File: config.mk
export PLATFORM = sky130hd
export DESIGN_NAME = aux_uart_tx
export DESIGN_NICKNAME = d
export VERILOG_FILES = /design/src/rtl/aux_uart_tx.sv
export SDC_FILE = /design/constraint.sdc
export NUM_CORES = 1
export LEC_CHECK = 0
export BUFFER_PORTS_ARGS = -buffer_cell sky130_fd_sc_hd__buf_2
export CAP_MARGIN = 20
export CORE_AREA = 2 2 126 128
export CTS_CLUSTER_SIZE = 28
export DETAILED_ROUTE_END_ITERATION = 6
export DIE_AREA = 0 0 128 130
export PLACE_DENSITY = 0.55
export SKIP_CTS_REPAIR_TIMING = 1
export SYNTH_ARGS = -nofsm -noshare
export SYNTH_HDL_FRONTEND = slang
export SYNTH_SLANG_ARGS = --single-unit
File: constraint.sdc
create_clock -name clk -period 3.3 [get_ports clk]
set_input_delay 0.66 -clock clk [delete_from_list [all_inputs] [get_ports clk]]
set_output_delay 0.66 -clock clk [all_outputs]
set_load 0.01 [all_outputs]
File: src/rtl/aux_uart_tx.sv
// Auxiliary UART transmitter: byte FIFO feeding an LSB-first serial framer.
// Define AUX_UART_TX_PARITY_EN for 8E1 frames; otherwise frames are 8N1.
module aux_uart_tx #(
   parameter int CLK_FREQUENCY = 50_000_000,
   parameter int BAUD_RATE     = 115_200,
   parameter int FIFO_DEPTH    = 8
) (
   input  logic                          clk,
   input  logic                          reset_n,
   input  logic [7:0]                    tx_data,
   input  logic                          tx_valid,
   output logic                          tx_ready,
   output logic                          tx,
   output logic                          busy,
   output logic [$clog2(FIFO_DEPTH):0]   fifo_count
);

   localparam int DIV = CLK_FREQUENCY / BAUD_RATE;
   localparam int AW  = $clog2(FIFO_DEPTH);
   localparam int CW  = $clog2(DIV);
   localparam logic [CW-1:0] RELOAD = CW'(DIV - 1);
   localparam logic [AW:0]   FULL_COUNT = (AW+1)'(FIFO_DEPTH);

`ifdef AUX_UART_TX_PARITY_EN
   typedef enum logic [2:0] {
      S_IDLE,
      S_START,
      S_DATA,
      S_PARITY,
      S_STOP
   } state_t;
`else
   typedef enum logic [1:0] {
      S_IDLE,
      S_START,
      S_DATA,
      S_STOP
   } state_t;
`endif

   state_t        state;
   logic [CW-1:0] baud_cnt;
   logic [2:0]    bit_idx;
   logic [7:0]    shift;
`ifdef AUX_UART_TX_PARITY_EN
   logic          parity_bit;
`endif

   logic [7:0]    mem [FIFO_DEPTH];
   logic [AW-1:0] wr_ptr;
   logic [AW-1:0] rd_ptr;
   logic [7:0]    head;
   logic          full;
   logic          empty;
   logic          push;
   logic          pop;
   logic          bit_end;

   assign full     = (fifo_count == FULL_COUNT);
   assign empty    = (fifo_count == '0);
   assign tx_ready = !full;
   assign push     = tx_valid && !full;
   assign head     = mem[rd_ptr];
   assign bit_end  = (baud_cnt == '0);
   assign busy     = (state != S_IDLE) || !empty;

   // Pop when idle, or at the end of a stop bit to chain frames without a gap.
   assign pop = !empty &&
                ((state == S_IDLE) || ((state == S_STOP) && bit_end));

   // Byte storage; contents need no reset since count gates every read.
   always_ff @(posedge clk) begin
      if (push) begin
         mem[wr_ptr] <= tx_data;
      end
   end

   // FIFO pointers and occupancy; push and pop together leave the count alone.
   always_ff @(posedge clk or negedge reset_n) begin
      if (!reset_n) begin
         wr_ptr     <= '0;
         rd_ptr     <= '0;
         fifo_count <= '0;
      end else begin
         if (push) begin
            wr_ptr <= wr_ptr + 1'b1;
         end
         if (pop) begin
            rd_ptr <= rd_ptr + 1'b1;
         end
         if (push && !pop) begin
            fifo_count <= fifo_count + 1'b1;
         end else if (pop && !push) begin
            fifo_count <= fifo_count - 1'b1;
         end
      end
   end

   // Frame sequencer with baud timing and a registered line output.
   always_ff @(posedge clk or negedge reset_n) begin
      if (!reset_n) begin
         state    <= S_IDLE;
         baud_cnt <= '0;
         bit_idx  <= '0;
         shift    <= '0;
         tx       <= 1'b1;
`ifdef AUX_UART_TX_PARITY_EN
         parity_bit <= 1'b0;
`endif
      end else begin
         unique case (state)
            S_IDLE: begin
               if (pop) begin
                  shift    <= head;
                  baud_cnt <= RELOAD;
                  state    <= S_START;
`ifdef AUX_UART_TX_PARITY_EN
                  parity_bit <= ^head;
`endif
               end
            end
            S_START: begin
               if (bit_end) begin
                  baud_cnt <= RELOAD;
                  bit_idx  <= '0;
                  state    <= S_DATA;
               end else begin
                  baud_cnt <= baud_cnt - 1'b1;
               end
            end
            S_DATA: begin
               if (bit_end) begin
                  baud_cnt <= RELOAD;
                  shift    <= shift >> 1;
                  if (bit_idx == 3'd7) begin
`ifdef AUX_UART_TX_PARITY_EN
                     state <= S_PARITY;
`else
                     state <= S_STOP;
`endif
                  end else begin
                     bit_idx <= bit_idx + 1'b1;
                  end
               end else begin
                  baud_cnt <= baud_cnt - 1'b1;
               end
            end
`ifdef AUX_UART_TX_PARITY_EN
            S_PARITY: begin
               if (bit_end) begin
                  baud_cnt <= RELOAD;
                  state    <= S_STOP;
               end else begin
                  baud_cnt <= baud_cnt - 1'b1;
               end
            end
`endif
            S_STOP: begin
               if (bit_end) begin
                  if (pop) begin
                     shift    <= head;
                     baud_cnt <= RELOAD;
                     state    <= S_START;
`ifdef AUX_UART_TX_PARITY_EN
                     parity_bit <= ^head;
`endif
                  end else begin
                     state <= S_IDLE;
                  end
               end else begin
                  baud_cnt <= baud_cnt - 1'b1;
               end
            end
            default: begin
               state <= S_IDLE;
            end
         endcase

         unique case (state)
            S_START:  tx <= 1'b0;
            S_DATA:   tx <= shift[0];
`ifdef AUX_UART_TX_PARITY_EN
            S_PARITY: tx <= parity_bit;
`endif
            default:  tx <= 1'b1;
         endcase
      end
   end

endmodule

==> impl_metrics.json <==
{
  "synth_cells": 313,
  "worstPathRequired_ps": 3530,
  "syn_to_final_growth_pct": 13.99,
  "period_share_pct": 90.98,
  "grt_start_max_net_pins": 34,
  "finalCriticalPeriod_ps": 3002,
  "slew_viol_final": 0,
  "cts.clk_slew.worst_paths_ps": 70,
  "clockBufferDepth": 2,
  "finalWirelength_um": 8602,
  "maxCapViolCount": 0,
  "final_cell_area_um2": 5106,
  "synth.area.top_cells": "edfxtp_1 (43%), dfrtp_1 (18%), mux4_2 (8.0%)",
  "num_rows": 46,
  "vias": 2655,
  "cts-buffers-inserted": 9,
  "gp_routability_congestion": 0.7504,
  "syn-num-nets": 339,
  "syn_area_per_cell_um2": 14.31,
  "die_area_um2": 16640,
  "fp.dieH_um": 130,
  "synth-seq-cells": 97,
  "via_per_inst": 4.981,
  "peakVddDrop_uv": 301.5,
  "internal-power_mw": 2.255,
  "power.leakage_nw": 1.888,
  "synth-edff-count": 64,
  "grt_pass1_vias": 2767,
  "hpwl_um": 5570,
  "synth.top_cell.area_share_pct": 42.91,
  "clkPwrFrac_pct": 34.7,
  "rsz0062_at_grt": "no",
  "swShare_pct": 26.05,
  "insertion_delay_ps": 350,
  "cp-end-kind": "flop",
  "hold_path_class": "in2async",
  "nNetsFinal": 363,
  "switchingPower_mw": 0.7942,
  "hold_violations": 0,
  "antenna_found_initial": 0,
  "p_per_area_nw_per_um2": 597.1,
  "finalSetupTns_ps": 0,
  "fp.coreArea_um2": 15420,
  "die_width_um": 128,
  "worstMarginPinSlew_ps": 818.1,
  "ys.flop_type": "edfxtp_1",
  "synth_cell_types": 50,
  "root_buffer": "clkbuf_16",
  "cts-htree-levels": 3,
  "diodes": 0,
  "p_comb_share_pct": 14.1,
  "drive_gt1_share_pct": 21.11,
  "setup_viol": 0,
  "ant_nets": 0,
  "cts_tree": "built",
  "ys_warn_count": 0,
  "grt_overflow": 0,
  "timing.slew.headroom_pct": 45.46,
  "drt_first_iter_violations": 132,
  "num-fill-cells": 1527,
  "cp-start-kind": "flop",
  "wire_per_inst_um": 16.14,
  "p_total_mw": 3.049,
  "first_pass_iters": 4,
  "seq_area_frac_synth_pct": 61.37,
  "place_area_um2": 4802,
  "critical_path_peak_fanout": 9,
  "max_freq_mhz": 333.1,
  "cts.sinks": 97,
  "io_buffers": 17,
  "drc": 0,
  "grt_pass1_wl_um": 14250,
  "synthesis.area_um2": 4479,
  "path_class": "reg2reg",
  "io_pins": 18,
  "yosysTopAreaCell": "edfxtp_1",
  "ys_async_sr_fraction_pct": 34.02,
  "start_util_pct": 29.04,
  "p_seq_share_pct": 51.2,
  "grt_usage_pct": 11.37,
  "status": "finished clean",
  "skew_ps": 11.06,
  "arrival_ps": 3230
}
kinds of logic (layout without fill, tap and decap cells):
family | after synthesis | after routing | share of synthesized area (%)
AO/OA/AOI/OAI | 51 | 51 | 9.078
XOR/XNOR | 9 | 9 | 1.760
adder cells (fa/ha/maj) | 15 | 15 | 4.358
buffers and inverters | 23 | 51 | 2.486
flip-flops | 97 | 97 | 61.37
multiplexers | 27 | 27 | 10.59
AND/OR/NAND/NOR | 91 | 91 | 10.36
worst paths after layout:
| check | start | endpoint | slack (ps) | cells past startpoint |
|---|---|---|---|---|
| max in group asynchronous | reset_n | shift[1]$_DFFE_PN0P_ | 2400 | 1 |
| worst max-delay path | baud_cnt[4]$_DFF_PN0_ | fifo_count[3]$_DFFE_PN0P_ | 300 | 12 |
| worst max register to register | baud_cnt[4]$_DFF_PN0_ | fifo_count[3]$_DFFE_PN0P_ | 300 | 12 |
| worst min-delay path | reset_n | baud_cnt[1]$_DFF_PN0_ | 400 | 1 |
| worst min register to register | rd_ptr[0]$_DFFE_PN0P_ | rd_ptr[0]$_DFFE_PN0P_ | 480 | 1 |
| min in group clk | rd_ptr[0]$_DFFE_PN0P_ | rd_ptr[0]$_DFFE_PN0P_ | 480 | 1 |
layout by cell type (no fill, tap or decap), drive strengths merged, types with 7 or more instances in the layout:
master,synthesis,routed
edfxtp,64,64
nor3,11,11
ha,14,14
xnor2,8,8
o21ai,9,9
mux2i,8,8
nand2,32,32
nor2,24,24
clkbuf,7,9
buf,7,27
a21oi,8,8
nand3b,7,7
a221o,7,7
inv,9,13
mux4,16,16
dfrtp,32,32
synth_stat cells, drive strengths merged (2+ instances only):
library cell and n:
a2111oi 2, a211oi 3, a21oi 8, a221o 7, a22o 5, a31oi 4
buf 7, clkbuf 7, dfrtp 32, edfxtp 64, ha 14, inv 9
mux2 3, mux2i 8, mux4 16, nand2 32, nand2b 5, nand3b 7
nor2 24, nor3 11, nor4 4, o21ai 9, o22a 5, o22ai 2
or4 2, xnor2 8
stage by stage:
step / utilization [%] / std cells / hold slack, ps / worst slack, ps
floorplan: - / 313 / 364.4 / 652.5
global placement: 31.13 / 518 / 466.3 / 384.3
detailed placement: 31.13 / 518 / 466.0 / 316.3
CTS: 33.06 / 533 / 403.8 / 307.3
global route: 33.10 / 533 / 448.9 / 9.754
finish: 33.10 / 533 / 395.5 / 297.6
routing by layer:
layer	GRT usage (%)	wire, um	vias to the layer above
li1	-	-	1247
met1	13.98	3962	1346
met2	18.81	4203	44
met3	2.788	242	18
met4	5.753	194	0
met5	0	0	-
worst max-delay path, cell delays in order (launching register included):
cell and delay [ps]:
dfrtp_1 490, nor4_1 530, a31oi_1 220, nor2_2 220
inv_1 170, ha_1 240, inv_1 110, ha_1 240
a21o_1 180, a21oi_1 160, xnor2_1 130, nor2_1 60
xor2_1 140
sequential cells by signal, summed over array words and instances, names as in the netlist:
name        flops
baud_cnt        9
bit_idx         3
fifo_count      4
mem            64
rd_ptr          3
shift           8
state           2
tx              1
wr_ptr          3
power by group through the flow:
stage	Clock (mW)	Sequential (mW)	Combinational [mW]
5_1_grt	1.14	1.58	0.488
2_1_floorplan	0	1.58	0.262
4_1_cts	1.09	1.56	0.441
6_report	1.06	1.56	0.429
3_3_place_gp	0	1.58	0.429
3_5_place_dp	0	1.59	0.441
area by class of cell:
class                      instances  area (um^2)  area share [%]
sequential                        97         2749           53.83
multi-input combinational        193         1625           31.83
tap                              192        240.2           4.705
clock buffer                       9        225.2           4.411
timing repair buffer              27        160.2           3.136
clock inverter                     6        72.57           1.421
inverter                           9        33.78          0.6616
(Power assumes the default switching activity.)
